===== src/rtl/spi_mem_cache.sv =====
// Direct-mapped, one-byte-per-line read cache in front of an SPI memory controller.
// Write-through with no write-allocate; every output is registered.
module spi_mem_cache #(
    parameter int LINES = 16
) (
    input  logic        clk,
    input  logic        reset_n,
    input  logic        cpu_req,
    input  logic        cpu_we,
    input  logic [15:0] cpu_addr,
    input  logic [7:0]  cpu_wdata,
    output logic [7:0]  cpu_rdata,
    output logic        cpu_ready,
    input  logic        cache_flush,
    output logic        mem_req,
    output logic        mem_we,
    output logic [15:0] mem_addr,
    output logic [7:0]  mem_wdata,
    input  logic [7:0]  mem_rdata,
    input  logic        mem_ready,
    output logic [15:0] hit_cnt,
    output logic [15:0] miss_cnt
);
    localparam int IDX_W = $clog2(LINES);
    localparam int TAG_W = 16 - IDX_W;

    typedef enum logic [1:0] {IDLE, MEM_ISSUE, MEM_WAIT, RESP} state_t;

    state_t state, state_next;

    logic [LINES-1:0] valid;
    logic [7:0]       line_data [LINES];
    logic [TAG_W-1:0] line_tag  [LINES];
    logic             write_hit;

    logic [IDX_W-1:0] req_idx, mem_idx;
    logic [TAG_W-1:0] req_tag, mem_tag;
    logic             lookup_hit, accept, read_hit, fill_done;

    assign req_idx = cpu_addr[IDX_W-1:0];
    assign req_tag = cpu_addr[15:IDX_W];
    assign mem_idx = mem_addr[IDX_W-1:0];
    assign mem_tag = mem_addr[15:IDX_W];

    // A flush arriving with the request wins, so the lookup sees an empty cache.
    assign lookup_hit = valid[req_idx] && (line_tag[req_idx] == req_tag) && !cache_flush;
    assign accept     = (state == IDLE) && cpu_req;
    assign read_hit   = accept && !cpu_we && lookup_hit;
    assign fill_done  = (state == MEM_WAIT) && mem_ready;

    always_comb begin
        state_next = state;
        case (state)
            IDLE:      if (cpu_req) state_next = (!cpu_we && lookup_hit) ? RESP : MEM_ISSUE;
            MEM_ISSUE: state_next = MEM_WAIT;
            MEM_WAIT:  if (mem_ready) state_next = RESP;
            RESP:      state_next = IDLE;
            default:   state_next = IDLE;
        endcase
    end

    always_ff @(posedge clk or negedge reset_n) begin
        if (!reset_n) state <= IDLE;
        else          state <= state_next;
    end

    // The mem_* registers double as the latched request, so they stay stable until the reply.
    always_ff @(posedge clk or negedge reset_n) begin
        if (!reset_n) begin
            cpu_ready <= 1'b0;
            cpu_rdata <= 8'h00;
            mem_req   <= 1'b0;
            mem_we    <= 1'b0;
            mem_addr  <= 16'h0000;
            mem_wdata <= 8'h00;
            write_hit <= 1'b0;
            hit_cnt   <= 16'h0000;
            miss_cnt  <= 16'h0000;
        end else begin
            cpu_ready <= 1'b0;
            mem_req   <= 1'b0;
            if (read_hit) begin
                cpu_ready <= 1'b1;
                cpu_rdata <= line_data[req_idx];
                if (hit_cnt != 16'hFFFF) hit_cnt <= hit_cnt + 16'd1;
            end else if (accept) begin
                mem_req   <= 1'b1;
                mem_we    <= cpu_we;
                mem_addr  <= cpu_addr;
                mem_wdata <= cpu_wdata;
                write_hit <= lookup_hit;
                if (!cpu_we && miss_cnt != 16'hFFFF) miss_cnt <= miss_cnt + 16'd1;
            end
            if (fill_done) begin
                cpu_ready <= 1'b1;
                if (!mem_we) cpu_rdata <= mem_rdata;
            end
        end
    end

    always_ff @(posedge clk or negedge reset_n) begin
        if (!reset_n)                    valid <= '0;
        else if (cache_flush)            valid <= '0;
        else if (fill_done && !mem_we)   valid[mem_idx] <= 1'b1;
    end

    always_ff @(posedge clk) begin
        if (fill_done) begin
            if (!mem_we) begin
                line_data[mem_idx] <= mem_rdata;
                line_tag[mem_idx]  <= mem_tag;
            end else if (write_hit) begin
                line_data[mem_idx] <= mem_wdata;
            end
        end
    end
endmodule


===== config.mk =====
export PLATFORM = sky130hd
export DESIGN_NAME = spi_mem_cache
export DESIGN_NICKNAME = d
export VERILOG_FILES = /design/src/rtl/spi_mem_cache.sv
export SDC_FILE = /design/constraint.sdc
export NUM_CORES = 1
export LEC_CHECK = 0
export BUFFER_PORTS_ARGS = -buffer_cell sky130_fd_sc_hd__buf_2
export CAP_MARGIN = 20
export CORE_MARGIN = 3
export CORE_UTILIZATION = 45
export CTS_CLUSTER_SIZE = 25
export DETAILED_ROUTE_END_ITERATION = 12
export GPL_TIMING_DRIVEN = 1
export PLACE_DENSITY = 0.74
export REMOVE_ABC_BUFFERS = 1
export SLEW_MARGIN = 40
export SYNTH_ARGS = -nofsm -noshare
export SYNTH_HDL_FRONTEND = slang
export SYNTH_SLANG_ARGS = --single-unit

===== constraint.sdc =====
create_clock -name clk -period 4.13 [get_ports clk]
set_input_delay 0 -clock clk [delete_from_list [all_inputs] [get_ports clk]]
set_output_delay 0 -clock clk [all_outputs]
set_load 0.01 [all_outputs]

==> results of run 1 <==
## worst paths after layout
check	end	slack [ns]	cells after the start
worst min register to register	hit_cnt[9]	0.49	1
min in group clk	mem_wdata[7]	0.24	3
worst max-delay path	mem_wdata[0]	0.81	9
worst min-delay path	hit_cnt[5]	0.01	2
worst max register to register	mem_wdata[0]	0.81	9
max in group asynchronous	cpu_rdata[5]	3.24	3
## state kept, by name, summed over array words and instances, names as in the netlist
register	count
mem_we	1
valid	16
line_data	128
mem_wdata	8
hit_cnt	16
mem_addr	16
state	2
write_hit	1
cpu_rdata	8
miss_cnt	16
mem_req	1
line_tag	192
cpu_ready	1
## layer usage
metal	routed length, um	GRT usage [%]	vias to the layer above
met3	2982	3.420	66
met1	15530	27.75	4706
li1	-	-	3995
met5	0	0	-
met4	981	6.134	0
met2	18460	31.41	388
## final cells by class
| type | instances | share of cell area, % |
|---|---|---|
| clock buffer | 62 | 5.839 |
| inverter | 9 | 0.1738 |
| sequential | 406 | 60.52 |
| clock inverter | 9 | 0.3798 |
| multi-input combinational | 473 | 24.00 |
| tap | 461 | 2.968 |
| timing repair buffer | 174 | 6.122 |
## Yosys cell counts, drive strengths merged, types with 2 or more instances
master	number	area, um2
and4	2	17.52
dfrtp	86	2152
a21oi	9	48.80
nand3	36	180.2
o21ba	4	40.04
o21ai	2	10.01
nand2b	7	43.79
inv	8	30.03
edfxtp	320	9609
or2	3	18.77
xnor2	20	175.2
mux2i	24	240.2
and2	3	18.77
and3	13	81.33
clkbuf	15	56.30
mux2	43	555.5
nor2b	3	18.77
or3	4	25.02
a32oi	3	26.28
nand4b	5	43.79
a22oi	8	60.06
buf	28	166.4
nand2	47	176.4
xor2	19	166.4
nand4	7	43.79
nor4	5	46.29
o32a	2	20.02
a31oi	4	25.02
ha	5	62.56
nor3b	4	30.03
nor3	24	120.1
mux4	88	1982
nor2	70	262.8
## power groups by stage
| stage | sequential [mW] | combinational (mW) | clock [mW] |
|---|---|---|---|
| after floorplan | 5.45 | 0.724 | 0 |
| after global placement | 5.49 | 1.31 | 0 |
| after detailed placement | 5.52 | 1.35 | 0 |
| after CTS | 5.44 | 1.39 | 3.44 |
| after global routing | 5.51 | 1.50 | 3.60 |
| final | 5.45 | 1.38 | 3.39 |
## critical path, cell delays in order, from the launching register on
cell	delay (ns)
edfxtp_1	0.38
mux4_2	0.47
mux4_2	0.49
xnor2_1	0.24
nand4_1	0.21
nor4_4	0.43
a21oi_4	0.26
buf_16	0.23
buf_4	0.19
mux2_4	0.30
## layout by cell type, fill, tap and decap left out, drive strengths merged, types with 9 or more instances in the layout
cell type | synthesis | final
a21oi | 9 | 9
and3 | 13 | 13
buf | 28 | 140
clkbuf | 15 | 62
dfrtp | 86 | 86
dlygate4sd3 | 0 | 34
edfxtp | 320 | 320
mux2 | 43 | 43
mux2i | 24 | 24
mux4 | 88 | 88
nand2 | 47 | 47
nand3 | 36 | 36
nor2 | 70 | 70
nor3 | 24 | 24
xnor2 | 20 | 20
xor2 | 19 | 19
## kinds of logic (layout without fill, tap and decap cells)
family | count (synthesis) | count (layout) | synth area share, %
and+or+nand+nor | 235 | 235 | 6.889
muxes | 155 | 155 | 16.70
AOI/OAI and AO/OA | 39 | 39 | 1.752
buffers and inverters | 52 | 254 | 1.542
DFF | 406 | 406 | 70.69
xor gates and xnor gates | 39 | 39 | 2.053
adders and majority gates | 5 | 5 | 0.3760
==> flow_metrics.env, run 1 <==
export IMPL_outcome="finished, final reports clean"
export IMPL_hp_class="primary input to asynchronous set/reset pin"
export IMPL_grt_max_degree=57
export IMPL_fp_dieH_um=198.3
export IMPL_cp_start_kind="register"
export IMPL_power_mw=10.21
export IMPL_fmax_mhz=301.5
export IMPL_cp_startpoint="line_tag[10][10]"
export IMPL_drt_iter0_drc=922
export IMPL_clk_pin_slew_ns=0.06
export IMPL_switchingPower_mw=2.627
export IMPL_report_final_setup_viol=0
export IMPL_maxSlewHeadroom_pct=41.78
export IMPL_vias_per_cell=5.743
export IMPL_grt_pass1_vias=9235
export IMPL_syn_to_final_growth_pct=16.82
export IMPL_crit_fanout=11
export IMPL_diodes=0
export IMPL_firstDrtPassIters=5
export IMPL_postCtsSetupRepairBufs=0
export IMPL_cts_sinks=406
export IMPL_wirelength_um=37950
export IMPL_layoutNonFillerInstCount=1594
export IMPL_post_drt_wl_per_cell_um=23.81
export IMPL_cts_tree="built"
export IMPL_dp_slack_ns=0.6102
export IMPL_fin_area_um2=19430
export IMPL_cts_repair_resized=0
export IMPL_p_sw_share_pct=25.72
export IMPL_hpwlAfterDp_um=22970
export IMPL_dp_cells=1489
export IMPL_vias=9155
export IMPL_syn_area_per_cell_um2=17.87
export IMPL_ys_async_sr_fraction_pct=21.18
export IMPL_clock_latency_ns=0.53
export IMPL_drv_cap=0
export IMPL_syn_instance_count=931
export IMPL_cts_max_path_buffers=3
export IMPL_worstPathRequired_ns=4.54
export IMPL_seqCellArea_um2=11760
export IMPL_fill_cells=2721
export IMPL_start_util_pct=46.21
export IMPL_multiInputGateArea_um2=4664
export IMPL_drive_above_1_share_pct=30.27
export IMPL_power_density_nw_per_um2=525.5
export IMPL_cts_root_buf="clkbuf_16"
export IMPL_maxSlewViolCount=0
export IMPL_rows=69
export IMPL_worst_setup_path_type="register to register"
export IMPL_ys_warn_count=0
export IMPL_synth_edf_count=320
export IMPL_max_slew_worst_pin_slew_ns=0.8701
export IMPL_grt_usage_pct=19.59
export IMPL_hold_viol=0
export IMPL_synth_seq_cells=406
export IMPL_gp_congestion=0.7792
export IMPL_die_w_um=198.3
export IMPL_hold_slack_ns=0.01137
export IMPL_postLayoutCoreUtil_pct=53.98
export IMPL_critPathArrivalTime_ns=3.72
export IMPL_finalNetCount=1146
export IMPL_pwr_share_seq_pct=53.3
export IMPL_grt_pass1_wl_um=57310
export IMPL_synthesis_area_um2=16640
export IMPL_rsz0062_at_grt="false"
export IMPL_cellLeakagePower_nw=7.112
export IMPL_power_share_clock_pct=33.1
export IMPL_ir_drop_uv=300.5
export IMPL_htreeDepth=2
export IMPL_yosysSeqAreaShare_pct=70.69
export IMPL_place_area_um2=17880
export IMPL_post_route_period_util_pct=80.30
export IMPL_cts_hold_fix_buffers=34
export IMPL_port_buffer_count=104
export IMPL_cts_buffers=39
export IMPL_die_area_um2=39320
export IMPL_fin_skew_ns=0.01737
export IMPL_end_kind="register"
export IMPL_ys_flop_type="edfxtp_1"
export IMPL_layout_setup_ws_ns=0.8136
export IMPL_drc=0
export IMPL_core_um2=36000
export IMPL_overflow=0
export IMPL_tns_ns=0
export IMPL_antenna_found_initial=0
export IMPL_period_needed_ns=3.316
export IMPL_synth_distinct_cells=50
export IMPL_p_comb_share_pct=13.5
export IMPL_intPower_mw=7.587
export IMPL_io_pins=105
export IMPL_rr_startpoint="line_tag[10][10]"
export IMPL_antenna_left=0
Power figures use the tool's default switching activity.
==> run 2, diff against run 1 <==
- ABC_AREA: unset -> 1
- clock period: 4.13 -> 3.5 ns (I/O delays scaled with it)
==> run 2 against run 1 <==
- sequential share of layout area down 3.6 points
- die area up 7.4%
- worst hold slack better by 0.014 ns
- clock power up 22%
- via count up 45%
- non-clock buffer count up 7
- critical path depth up 7
- synthesized cell count up 91%
- critical endpoint is now miss_cnt[15]
- cell area up 6.2%
- total power up 22%
==> flow_metrics.env, run 2 <==
export IMPL_ys_async_sr_fraction_pct=21.18
export IMPL_vias_per_cell=5.385
export IMPL_grt_usage_pct=21.57
export IMPL_synth_edf_count=320
export IMPL_yosys_area_top_type="edfxtp_1"
export IMPL_most_common_layout_cells="nand2_1, edfxtp_1, nor2_1"
export IMPL_drive_above_1_share_pct=11.67
export IMPL_fmax_mhz=354.3
export IMPL_antenna_found_initial=0
export IMPL_power_density_nw_per_um2=605.9
export IMPL_cts_max_path_buffers=3
export IMPL_gp_congestion=0.8817
export IMPL_cts_root_buf="clkbuf_16"
export IMPL_max_slew_worst_pin_slew_ns=0.8829
export IMPL_largest_register_ffs=192
export IMPL_syn_area_per_cell_um2=10.07
export IMPL_clock_latency_ns=0.55
export IMPL_cts_buffers=42
export IMPL_synth_most_common_cell="nand2_1"
export IMPL_ys_warn_count=0
export IMPL_drc=0
export IMPL_period_needed_ns=2.823
export IMPL_hp_class="primary input to asynchronous set/reset pin"
export IMPL_die_w_um=205.5
export IMPL_antenna_left=0
export IMPL_fin_skew_ns=0.02051
export IMPL_syn_to_final_growth_pct=15.27
export IMPL_syn_instance_count=1778
export IMPL_maxSlewViolCount=0
export IMPL_start_util_pct=45.92
export IMPL_synth_commonest_cells="nand2_1, edfxtp_1, nor2_1"
export IMPL_rsz0062_at_grt="false"
export IMPL_postCtsSetupRepairBufs=0
export IMPL_die_area_um2=42230
export IMPL_hpwlAfterDp_um=27330
export IMPL_maxSlewHeadroom_pct=40.92
export IMPL_port_buffer_count=104
export IMPL_cts_tree="built"
export IMPL_synthesis_area_um2=17910
export IMPL_tns_ns=0
export IMPL_top_register="line_tag"
export IMPL_drv_cap=0
export IMPL_report_final_setup_viol=0
export IMPL_cellLeakagePower_nw=8.488
export IMPL_end_kind="register"
export IMPL_rows=72
export IMPL_final_common_cell="nand2_1"
export IMPL_hold_viol=0
export IMPL_fp_dieH_um=205.5
export IMPL_firstDrtPassIters=7
export IMPL_outcome="finished, final reports clean"
export IMPL_yosysTopAreaCellShare_pct=53.65
export IMPL_wirelength_um=45530
export IMPL_grt_pass1_wl_um=70410
export IMPL_yosysSeqAreaShare_pct=65.66
export IMPL_diodes=0
export IMPL_cts_sinks=406
export IMPL_grt_pass1_vias=12720
export IMPL_overflow=0
export IMPL_drt_iter0_drc=1604
export IMPL_htreeDepth=2
export IMPL_synth_distinct_cells=43
export IMPL_grt_max_degree=76
export IMPL_ys_flop_type="edfxtp_1"
export IMPL_post_route_period_util_pct=80.65
export IMPL_clk_pin_slew_ns=0.06
export IMPL_cts_hold_fix_buffers=35
export IMPL_reg2regPathDepth=16
export IMPL_io_pins=105
export IMPL_netlist_top_cells_area="edfxtp_1, dfrtp_1, nand2_1"
export IMPL_finalNetCount=1964
export IMPL_power_mw=12.51
export IMPL_cp_start_kind="register"
export IMPL_cts_repair_resized=0
export IMPL_post_drt_wl_per_cell_um=18.43
export IMPL_largestRegisters="line_tag (192), line_data (128)"
export IMPL_critPathArrivalTime_ns=3.24
export IMPL_worstPathRequired_ns=3.92
export IMPL_ir_drop_uv=455.6
export IMPL_crit_fanout=21
export IMPL_vias=13310
export IMPL_worst_setup_path_type="register to register"
export IMPL_fill_cells=3249
export IMPL_postLayoutCoreUtil_pct=52.93
export IMPL_synth_seq_cells=406
export IMPL_core_um2=39010
## run 2: changes by cell type after synthesis, moves of 23 or more
cell      previous run  this run
nand2_1             47       483
inv_1                7       185
nor2_1              70       211
nand3_1             36       173
o21ai_0              2        96
mux4_2              88         0
o21ai_1              0        27
clkbuf_1            15        39
mux2_2              24         0
mux2i_1             24         0
o221ai_1             0        23
## run 2: worst max-delay path: stages, from the launching register on
cell      delay, ns
edfxtp_1       0.36
nor2_1         0.10
nor2_1         0.04
o21ai_1        0.08
nand3_1        0.08
nand3_1        0.14
nand3_1        0.17
nand2_1        0.14
nor2_1         0.05
nand2_1        0.10
nor2_4         0.05
nand2_2        0.14
nand2_4        0.09
nor2_2         0.60
inv_1          0.34
nand2_1        0.12
o21ai_1        0.07
## run 2: cells by family (layout without fill, tap and decap cells)
group | count (synthesis) | in the layout | share of synthesized area (%)
compound gates | 178 | 178 | 5.826
xor+xnor | 15 | 15 | 0.7335
fa+ha+maj | 5 | 5 | 0.3493
buf+inv | 270 | 445 | 6.517
flops | 406 | 406 | 65.66
simple gates | 904 | 904 | 20.91
## run 2: metrics by stage
| step | instances | setup slack (ns) | hold slack (ns) | area (um2) |
|---|---|---|---|---|
| after CTS | 2471 | 0.7045 | 0.009737 | 20630 |
| after global routing | 2471 | 0.3768 | 0.02304 | 20650 |
| after detailed placement | 2360 | 0.5017 | 0.05989 | 19020 |
| after floorplan | 1696 | 0.9127 | -0.2956 | 17450 |
| final | 2471 | 0.6772 | 0.02490 | 20650 |
| after global placement | 2360 | 0.5786 | 0.1880 | 19010 |
## run 2: report_power, final
group	internal, mW	switching (mW)	total (mW)
Combinational	0.628	1.28	1.91
Sequential	5.92	0.539	6.46
Clock	2.35	1.79	4.14
## run 2: final timing paths
check,from,endpoint,slack (ns)
max,line_tag[6][1],miss_cnt[15],0.68
min,reset_n,hit_cnt[14],0.02
max reg2reg,line_tag[6][1],miss_cnt[15],0.68
min reg2reg,valid[14],valid[14],0.50
max in group asynchronous,reset_n,mem_addr[15],2.67
min in group clk,cpu_addr[1],mem_addr[1],0.03
## run 2: cell type report
type                       instances  area [um2]  area share (%)
clock buffer                      64        1195           5.787
clock inverter                    12       66.31          0.3212
inverter                         188       709.4           3.436
multi-input combinational       1102        5006           24.25
sequential                       406       11760           56.96
tap                              518       648.1           3.139
timing repair buffer             181        1261           6.108
## run 2: per-layer routing
| metal | vias up | wire (um) | GRT usage (%) |
|---|---|---|---|
| li1 | 6210 | - | - |
| met1 | 6308 | 18300 | 28.99 |
| met2 | 681 | 21230 | 34.47 |
| met3 | 108 | 4519 | 4.667 |
| met4 | 0 | 1487 | 8.421 |
| met5 | - | 0 | 0 |
==> run 3, diff against run 2 <==
- PLACE_DENSITY: 0.74 -> 0.76
- clock period: 3.5 -> 2.3 ns (I/O delays scaled with it)
==> run 3 against run 2 <==
- clock power grew 76%
- register-to-register slack lost 0.61 ns
- setup slack lost 0.61 ns
- clock skew shrank 0.0018 ns
- highest routed layer unchanged
- die area is the same
- combinational power grew 82%
- via count grew 4.1%
- largest power group unchanged
- flip-flop and latch count is the same
- first-iteration DRC count grew 1.6%
- critical path depth grew 2
- maximum frequency grew 26%
- non-clock buffer count grew 63
==> flow_metrics.env, run 3 (synthesized netlist as in run 2, its figures left out) <==
export IMPL_grt_usage_pct=22.19
export IMPL_top_register="line_tag"
export IMPL_syn_to_final_growth_pct=22.32
export IMPL_diodes=0
export IMPL_hp_class="primary input to register"
export IMPL_port_buffer_count=104
export IMPL_largest_register_ffs=192
export IMPL_maxSlewViolCount=0
export IMPL_hpwlAfterDp_um=29100
export IMPL_cellLeakagePower_nw=9.086
export IMPL_dp_cells=2413
export IMPL_clk_pin_slew_ns=0.06
export IMPL_period_needed_ns=2.233
export IMPL_cp_cell_sequence="inv_1, nand2_1, nand3_1, nand3_1, nand3_1, nand2_1, nand2_2, nand2_1, nor2_1, nand2_2, nor2_4, nand2_4, nand2_8, nand2_8, clkinv_8, clkbuf_16, nand2_4, o21ai_1"
export IMPL_layoutNonFillerInstCount=2536
export IMPL_cpMaxStageDelayCell="edfxtp_1"
export IMPL_critPathArrivalTime_ns=2.70
export IMPL_power_mw=20.58
export IMPL_worst_setup_path_type="register to register"
export IMPL_drc=0
export IMPL_fin_area_um2=21910
export IMPL_drv_cap=0
export IMPL_post_drt_wl_per_cell_um=18.91
export IMPL_drt_iter0_drc=1629
export IMPL_report_final_setup_viol=0
export IMPL_cp_depth=18
export IMPL_core_um2=39010
export IMPL_cts_buffers=42
export IMPL_overflow=0
export IMPL_firstDrtPassIters=7
export IMPL_rows=72
export IMPL_reg2regPathDepth=18
export IMPL_drive_above_1_share_pct=16.65
export IMPL_final_common_cell="nand2_1"
export IMPL_grt_pass1_wl_um=73550
export IMPL_critical_path_top_delay_family="simple AND/OR/NAND/NOR gates"
export IMPL_rsz0062_at_grt="true"
export IMPL_io_pins=105
export IMPL_min_path_cells=4
export IMPL_place_area_um2=19700
export IMPL_cp_start_kind="register"
export IMPL_outcome="finished, final reports clean"
export IMPL_gp_congestion=0.8991
export IMPL_start_util_pct=45.92
export IMPL_clock_latency_ns=0.55
export IMPL_cts_sinks=406
export IMPL_cts_max_path_buffers=3
export IMPL_fill_cells=3133
export IMPL_crit_fanout=6
export IMPL_ff2ff_setup_slack_ns=0.07
export IMPL_fmax_mhz=447.8
export IMPL_wirelength_um=47950
export IMPL_postLayoutCoreUtil_pct=56.17
export IMPL_cts_tree="built"
export IMPL_die_area_um2=42230
export IMPL_worst_path_largest_cell_delay_ns=0.36
export IMPL_crit_buf_inv=3
export IMPL_fin_skew_ns=0.01866
export IMPL_largestRegisters="line_tag (192), line_data (128)"
export IMPL_most_common_layout_cells="nand2_1, edfxtp_1, nor2_1"
export IMPL_vias_per_cell=5.460
export IMPL_fp_dieH_um=205.5
export IMPL_power_density_nw_per_um2=939.1
export IMPL_grt_max_degree=66
export IMPL_tns_ns=0
export IMPL_end_kind="register"
export IMPL_ir_drop_uv=605.2
export IMPL_htreeDepth=2
export IMPL_hold_viol=0
export IMPL_max_slew_worst_pin_slew_ns=0.6556
export IMPL_antenna_left=0
export IMPL_antenna_found_initial=0
export IMPL_worstPathRequired_ns=2.76
export IMPL_finalNetCount=2027
export IMPL_grt_pass1_vias=13470
export IMPL_post_route_period_util_pct=97.09
export IMPL_vias=13850
export IMPL_die_w_um=205.5
export IMPL_cts_root_buf="clkbuf_16"
export IMPL_maxSlewHeadroom_pct=56.30
[run 3: path summary, 6_finish.rpt]
check	start	end
max	line_tag[5][7]	mem_addr[11]
min	cpu_addr[2]	mem_addr[2]
max reg2reg	line_tag[5][7]	mem_addr[11]
min reg2reg	write_hit	write_hit
max in group asynchronous	reset_n	cpu_rdata[2]
min in group asynchronous	reset_n	hit_cnt[7]
[run 3: report_power, final]
part / internal (mW) / leakage, nW / switching (mW)
Sequential: 9.01 / 4.00 / 0.806
Clock: 4.46 / 0.726 / 2.82
Combinational: 1.30 / 4.36 / 2.18
[run 3: timing repair]
action,in CTS,in global routing
cloned,0,3
setup endpoints to repair,3,270
buffers inserted,3,3
hold buffers,36,0
pin swaps,0,3
hold endpoints to repair,136,0
resized for setup,1,72
[run 3: metal layers]
metal  GRT usage, %  vias up  share of wire (%)
met5              0        -                  0
met1          29.56     6656                 40
li1               -     6328                  -
met4          7.859        0                3.1
met3          4.604      125                9.8
met2          36.28      738                 48
[run 3: layout make-up]
| cell class | instances | area, um2 | area share (%) |
|---|---|---|---|
| clock buffers | 63 | 1254 | 5.722 |
| clock inverters | 15 | 237.7 | 1.085 |
| inverters | 188 | 724.4 | 3.306 |
| multi-input cells | 1102 | 5169 | 23.59 |
| flip-flops and latches | 406 | 11760 | 53.68 |
| well taps | 518 | 648.1 | 2.958 |
| repair buffers | 244 | 2116 | 9.657 |
[run 3: through the flow]
step / hold slack (ns) / worst slack, ns
floorplan: -0.2956 / -0.2873
global placement: -0.003741 / 0.05929
detailed placement: 0.001825 / 0.03307
CTS: 0.05182 / 0.04121
global route: 0.04149 / -0.1404
finish: 0.02559 / 0.06701
[run 3: tightest hold or removal path, stage by stage]
cell	delay (ns)
buf_2	0.13
buf_12	0.19
nand2_1	0.10
o21ai_1	0.07
